## src/rtl/gpio_bank_array_pkg.sv

```systemverilog
// Shared definitions for the GPIO bank array: register offsets and APB FSM encoding.
package gpio_bank_array_pkg;

   localparam int unsigned REG_OUT  = 0;
   localparam int unsigned REG_OE   = 1;
   localparam int unsigned REG_PU   = 2;
   localparam int unsigned REG_PD   = 3;
   localparam int unsigned REG_IN   = 4;
   localparam int unsigned REG_IE   = 5;
   localparam int unsigned REG_POL  = 6;
   localparam int unsigned REG_STAT = 7;

   typedef enum logic [1:0] {
      ST_IDLE   = 2'd0,
      ST_ACCESS = 2'd1,
      ST_DONE   = 2'd2
   } apb_state_t;

endpackage

```

## src/rtl/gpio_bank_array_regs.sv

```systemverilog
// One GPIO bank: control registers, input synchroniser and edge-interrupt status.
module gpio_bank_regs
   import gpio_bank_array_pkg::*;
#(
   parameter int unsigned PINS        = 8,
   parameter int unsigned PADDR_WIDTH = 3
) (
   input  logic                   pclk,
   input  logic                   presetn,
   input  logic                   i_wr,
   input  logic [PADDR_WIDTH-1:0] i_addr,
   input  logic [PINS-1:0]        i_wdata,
   input  logic [PINS-1:0]        i_y,
   output logic [PINS-1:0]        o_a,
   output logic [PINS-1:0]        o_oe,
   output logic [PINS-1:0]        o_pu,
   output logic [PINS-1:0]        o_pd,
   output logic [PINS-1:0]        o_stat,
   output logic [PINS-1:0]        o_rdata_c
);

   logic [PINS-1:0] r_out, r_oe, r_pu, r_pd, r_ie, r_pol, r_stat;
   logic [PINS-1:0] r_s1, r_s2, r_s3;
   logic [PINS-1:0] w_rise, w_fall, w_set, w_clr;

   assign w_rise = r_s2 & ~r_s3;
   assign w_fall = ~r_s2 & r_s3;
   assign w_set  = r_ie & ((r_pol & w_rise) | (~r_pol & w_fall));
   assign w_clr  = (i_wr && (i_addr == PADDR_WIDTH'(REG_STAT))) ? i_wdata : '0;

   // Register file, synchroniser chain and sticky status (set beats clear)
   always_ff @(posedge pclk) begin
      if (!presetn) begin
         r_out  <= '0;
         r_oe   <= '0;
         r_pu   <= '0;
         r_pd   <= '0;
         r_ie   <= '0;
         r_pol  <= '0;
         r_stat <= '0;
         r_s1   <= '0;
         r_s2   <= '0;
         r_s3   <= '0;
      end else begin
         r_s1   <= i_y;
         r_s2   <= r_s1;
         r_s3   <= r_s2;
         r_stat <= (r_stat & ~w_clr) | w_set;
         if (i_wr) begin
            case (i_addr)
               PADDR_WIDTH'(REG_OUT): r_out <= i_wdata;
               PADDR_WIDTH'(REG_OE):  r_oe  <= i_wdata;
               PADDR_WIDTH'(REG_PU):  r_pu  <= i_wdata;
               PADDR_WIDTH'(REG_PD):  r_pd  <= i_wdata;
               PADDR_WIDTH'(REG_IE):  r_ie  <= i_wdata;
               PADDR_WIDTH'(REG_POL): r_pol <= i_wdata;
               default: ;
            endcase
         end
      end
   end

   always_comb begin
      o_rdata_c = '0;
      case (i_addr)
         PADDR_WIDTH'(REG_OUT):  o_rdata_c = r_out;
         PADDR_WIDTH'(REG_OE):   o_rdata_c = r_oe;
         PADDR_WIDTH'(REG_PU):   o_rdata_c = r_pu;
         PADDR_WIDTH'(REG_PD):   o_rdata_c = r_pd;
         PADDR_WIDTH'(REG_IN):   o_rdata_c = r_s2;
         PADDR_WIDTH'(REG_IE):   o_rdata_c = r_ie;
         PADDR_WIDTH'(REG_POL):  o_rdata_c = r_pol;
         PADDR_WIDTH'(REG_STAT): o_rdata_c = r_stat;
         default:                o_rdata_c = '0;
      endcase
   end

   assign o_a    = r_out;
   assign o_oe   = r_oe;
   assign o_pu   = r_pu;
   assign o_pd   = r_pd & ~r_pu;
   assign o_stat = r_stat;

endmodule

```

## src/rtl/gpio_bank_array.sv

```systemverilog
// APB front end for BANK_NUM GPIO banks: transfer FSM, select check, read mux and irq.
module gpio_bank_array
   import gpio_bank_array_pkg::*;
#(
   parameter  int unsigned BANK_NUM    = 2,
   parameter  int unsigned PINS        = 8,
   parameter  int unsigned PADDR_WIDTH = 3,
   localparam int unsigned NPIN        = BANK_NUM * PINS
) (
   input  logic                   pclk,
   input  logic                   presetn,
   input  logic [PADDR_WIDTH-1:0] paddr,
   input  logic [BANK_NUM-1:0]    psel,
   input  logic                   penable,
   input  logic                   pwrite,
   input  logic [PINS-1:0]        pwdata,
   output logic                   pready,
   output logic [PINS-1:0]        prdata,
   output logic                   pslverr,
   input  logic [NPIN-1:0]        gpio_y,
   output logic [NPIN-1:0]        gpio_a,
   output logic [NPIN-1:0]        gpio_oe,
   output logic [NPIN-1:0]        gpio_pu,
   output logic [NPIN-1:0]        gpio_pd,
   output logic                   irq
);

   apb_state_t r_state, w_state_nxt;
   logic       w_commit;
   logic       w_onehot, w_err;
   logic [BANK_NUM-1:0]           w_bank_wr;
   logic [BANK_NUM-1:0][PINS-1:0] w_bank_rdata;
   logic [PINS-1:0]               w_rdata;
   logic [NPIN-1:0]               w_stat_all;

   always_ff @(posedge pclk) begin
      if (!presetn) r_state <= ST_IDLE;
      else          r_state <= w_state_nxt;
   end

   // Setup -> access -> one wait state; w_commit marks the edge entering DONE
   always_comb begin
      w_state_nxt = r_state;
      w_commit    = 1'b0;
      case (r_state)
         ST_IDLE: begin
            if ((|psel) && !penable) w_state_nxt = ST_ACCESS;
         end
         ST_ACCESS: begin
            if (!(|psel)) begin
               w_state_nxt = ST_IDLE;
            end else if (penable) begin
               w_state_nxt = ST_DONE;
               w_commit    = 1'b1;
            end
         end
         ST_DONE: w_state_nxt = ST_IDLE;
         default: w_state_nxt = ST_IDLE;
      endcase
   end

   assign w_onehot = (psel != '0) && ((psel & (psel - BANK_NUM'(1))) == '0);
   assign w_err    = !w_onehot || (pwrite && (paddr == PADDR_WIDTH'(REG_IN)));

   always_comb begin
      w_rdata = '0;
      for (int unsigned b = 0; b < BANK_NUM; b++) begin
         if (psel[b]) w_rdata = w_rdata | w_bank_rdata[b];
      end
   end

   always_ff @(posedge pclk) begin
      if (!presetn) begin
         pready  <= 1'b0;
         pslverr <= 1'b0;
         prdata  <= '0;
         irq     <= 1'b0;
      end else begin
         pready  <= w_commit;
         pslverr <= w_commit && w_err;
         irq     <= |w_stat_all;
         if (w_commit) begin
            if (!w_onehot)    prdata <= '0;
            else if (!pwrite) prdata <= w_rdata;
         end
      end
   end

   for (genvar b = 0; b < BANK_NUM; b++) begin : g_bank
      assign w_bank_wr[b] = w_commit && pwrite && !w_err && psel[b];

      gpio_bank_regs #(
         .PINS        (PINS),
         .PADDR_WIDTH (PADDR_WIDTH)
      ) u_bank (
         .pclk      (pclk),
         .presetn   (presetn),
         .i_wr      (w_bank_wr[b]),
         .i_addr    (paddr),
         .i_wdata   (pwdata),
         .i_y       (gpio_y[b*PINS +: PINS]),
         .o_a       (gpio_a[b*PINS +: PINS]),
         .o_oe      (gpio_oe[b*PINS +: PINS]),
         .o_pu      (gpio_pu[b*PINS +: PINS]),
         .o_pd      (gpio_pd[b*PINS +: PINS]),
         .o_stat    (w_stat_all[b*PINS +: PINS]),
         .o_rdata_c (w_bank_rdata[b])
      );
   end

endmodule

```

## config.mk

```make
export PLATFORM = sky130hd
export DESIGN_NAME = gpio_bank_array
export DESIGN_NICKNAME = d
export VERILOG_FILES = /design/src/rtl/gpio_bank_array_pkg.sv /design/src/rtl/gpio_bank_array_regs.sv /design/src/rtl/gpio_bank_array.sv
export SDC_FILE = /design/constraint.sdc
export NUM_CORES = 1
export LEC_CHECK = 0
export BUFFER_PORTS_ARGS = -buffer_cell sky130_fd_sc_hd__buf_2
export CAP_MARGIN = 20
export CORE_MARGIN = 2
export CORE_UTILIZATION = 40
export DETAILED_ROUTE_END_ITERATION = 8
export PLACE_DENSITY = 0.64
export SETUP_SLACK_MARGIN = 0.3
export SLEW_MARGIN = 0
export SYNTH_ARGS = -nofsm -noshare
export SYNTH_HDL_FRONTEND = slang
export SYNTH_SLANG_ARGS = --single-unit
export TNS_END_PERCENT = 20
```

## constraint.sdc

```tcl
create_clock -name pclk -period 3.7 [get_ports pclk]
set_input_delay 0.74 -clock pclk [delete_from_list [all_inputs] [get_ports pclk]]
set_output_delay 0.74 -clock pclk [all_outputs]
set_load 0.01 [all_outputs]
```

==> impl_metrics.csv <==
group,metric,value,unit
critical_path,r2r_setup_slack,1.71,ns
cells_and_area,nets,900,
critical_path,worst_r2r_endpoint,"g_bank[1].u_bank.o_a[3]",
detailed_routing,first_pass_iters,5,
clocking,cts_tree,"built",
detailed_routing,ant_nets,0,
timing,setup_viol,0,
die,die_area,20080,um^2
clocking,cts_setup_buffers,0,
yosys,synth_top_area_frac,0.4565,
place,hpwl,13890,um
critical_path,cp_max_fo,38,
cells_and_area,area_growth,17.10,%
timing,hold_ws,0.4312,ns
die,die_w,141.7,um
power,powerDensity,437.7,nW/um^2
critical_path,crit_arrival,2.80,ns
yosys,synth-seq-area-share,0.4565,
timing,fin_setup_tns,0,ns
yosys,async_flop_share,0,
yosys,yosys.area.top_type,"dfxtp_1",
clocking,clk_latency,0.43,ns
yosys,yosysUniqueCellTypes,47,
cells_and_area,num_antenna_cells,0,
yosys,synthesis.nets,809,
yosys,ys_top_cells_by_area,"dfxtp_1, mux2i_1, nor2_1",
global_route,grt_max_degree,62,
power,peakVddDrop,0.3070,mV
power,p_leak,3.384,nW
critical_path,reg2regPathDepth,5,
clocking,hold_buffers,0,
yosys,synth_area_per_cell,9.788,um^2
die,coreArea,18640,um^2
critical_path,cp.required,3.98,ns
global_route,antenna_found_initial,0,
timing,relSlewSlack,0.3511,
die,io-pin-count,108,
timing,fin_crit,2.515,ns
yosys,synthCells,775,
critical_path,crit_path_end_kind,"flop",
clocking,cts-buffers-inserted,17,
clocking,cts_root_buf,"clkbuf_16",
global_route,globalRoute.totalOverflow,0,
detailed_routing,avgViaCountPerCell,5.257,
cells_and_area,fillers,1783,
yosys,syn-cell-area,7586,um^2
yosys,synth_seq_cells,173,
hold_path,min_to,"g_bank[0].u_bank.r_s2[3]",
global_route,grt_pass1_vias,5539,
clocking,h-tree-depth,4,
timing,maxSlewViolCount,0,
timing,fmax,397.6,MHz
outcome,outcome,"complete, no violations",
run,cap_violations,0,
place,io_buffers,107,
yosys,synth-edff-count,0,
timing,max_slew.worst_pin.slew,0.9734,ns
critical_path,startpoint_type,"primary input",
detailed_routing,wl,20350,um
global_route,grt_pass1_wl,31660,um
critical_path,crit_type,"primary input to flop",
yosys,ys.flop_type,"dfxtp_1",
die,start_util,0.4069,
hold_path,worstHoldPathType,"flop to flop",
die,row_count,50,
cells_and_area,multi_input_area,3851,um^2
critical_path,r2r_start,"r_state[1]",
detailed_routing,vias,5851,
cells_and_area,seqCellArea,3463,um^2
detailed_routing,wl_per_cell,18.29,um
yosys,synthTopCellsByCount,"dfxtp_1, nor2_1, mux2i_1",
timing,fin_crit_sh,0.6797,
global_route,track_usage,0.2058,
detailed_routing,drt_first_iter_violations,384,
timing,fin_worst_skew,0.008057,ns
place,gp_congestion,0.8296,
die,dieHeight,141.7,um
yosys,yosysWarningCount,0,
hold_path,hold_path_depth,1,
clocking,clkTransAtPathRegs,0.07,ns
cells_and_area,postLayoutCoreUtil,0.4765,
cells_and_area,drive_gt1_frac,0.2014,
clocking,cts.path.max_buffers,2,
timing,hold_viol_final,0,
clocking,cts-resized-gates,0,
yosys,synth.most_common_cell,"dfxtp_1",
detailed_routing,drcViolationCount,0,
hold_path,min_from,"g_bank[0].u_bank.r_s1[3]",
clocking,clock_sink_count,173,
timing,rsz0062_at_grt,"false",
logic make-up (layout without fill, tap and decap cells):
family,Yosys count,in the layout,synth area share
buffers and inverters,62,166,0.03579
AO/OA/AOI/OAI,117,117,0.1201
AND/OR/NAND/NOR,296,296,0.2194
adder cells (fa/ha/maj),1,1,0.001649
multiplexers,126,126,0.1666
flip-flops,173,173,0.4565
cell type report:
class                      instances  share of cell area
clock buffer                      20             0.05028
clock inverter                    12             0.01535
inverter                          12            0.005070
multi-input combinational        540              0.4335
sequential                       173              0.3899
tap                              234             0.03296
timing repair buffer             122             0.07296
per-stage QoR:
step                instance area [um^2]  instances  power [mW]  setup WS, ns
CTS                                 8884       1113       3.926         1.198
finish                              8884       1113       3.889         1.185
global placement                    8300       1081       2.151        0.8113
floorplan                           7586        775       2.082         1.241
global route                        8884       1113       4.022         1.047
detailed placement                  8300       1081       2.153        0.7490
layer usage:
metal | track usage | vias to the layer above | wire length (um)
li1 | - | 2899 | -
met1 | 0.3002 | 2752 | 10280
met2 | 0.3022 | 171 | 8686
met3 | 0.03611 | 29 | 904
met4 | 0.07842 | 0 | 486
met5 | 0 | - | 0
where the power goes:
part	internal [mW]	switching, mW
Combinational	0.0625	0.150
Sequential	1.89	0.0128
Clock	1.02	0.759
Total	2.97	0.922
sequential cells by signal (all words and copies together), names as in the netlist, 2 cells and up:
signal and cells:
g_bank.u_bank.o_a 16, g_bank.u_bank.o_oe 16, g_bank.u_bank.o_pu 16, g_bank.u_bank.o_stat 16
g_bank.u_bank.r_ie 16, g_bank.u_bank.r_pd 16, g_bank.u_bank.r_pol 16, g_bank.u_bank.r_s1 16
g_bank.u_bank.r_s2 16, g_bank.u_bank.r_s3 16, prdata 8, r_state 2
cell usage in the layout (no fill, tap or decap), types with 3 or more instances in the layout:
master	Yosys	routed
a211oi_1	11	11
a21boi_0	32	32
a21oi_1	3	3
a221oi_1	9	9
a22o_1	8	8
and2_1	43	43
buf_2	9	107
buf_4	1	15
clkbuf_16	0	17
clkinvlp_4	0	3
dfxtp_1	173	173
inv_1	11	11
inv_6	0	4
mux2i_1	124	124
nand2_1	40	40
nand2b_1	8	8
nand3b_1	16	16
nor2_1	130	130
nor2b_1	23	23
nor4_1	5	5
nor4_4	12	12
o21a_1	16	16
o221ai_1	12	12
o22ai_1	8	8
o2bb2ai_1	6	6
o311ai_0	6	6
or3b_2	4	4
critical path, stage by stage:
cell and delay, ns:
buf_2 0.72, buf_4 0.38, mux2_2 0.37, a22o_1 0.17
a211oi_1 0.23, o311ai_0 0.15
worst max path at each step:
stage	endpoint	slack [ns]	start	depth (start not counted)
2_1_floorplan	g_bank[0].u_bank.r_pol[3]	1.24	psel[0]	8
3_3_place_gp	g_bank[1].u_bank.o_a[2]	0.81	psel[0]	7
3_5_place_dp	prdata[1]	0.75	paddr[0]	6
4_1_cts	prdata[1]	1.20	paddr[0]	6
5_1_grt	prdata[1]	1.05	paddr[0]	6
6_report	prdata[1]	1.18	paddr[0]	6
Note: power is estimated with default switching activity, not from simulation.
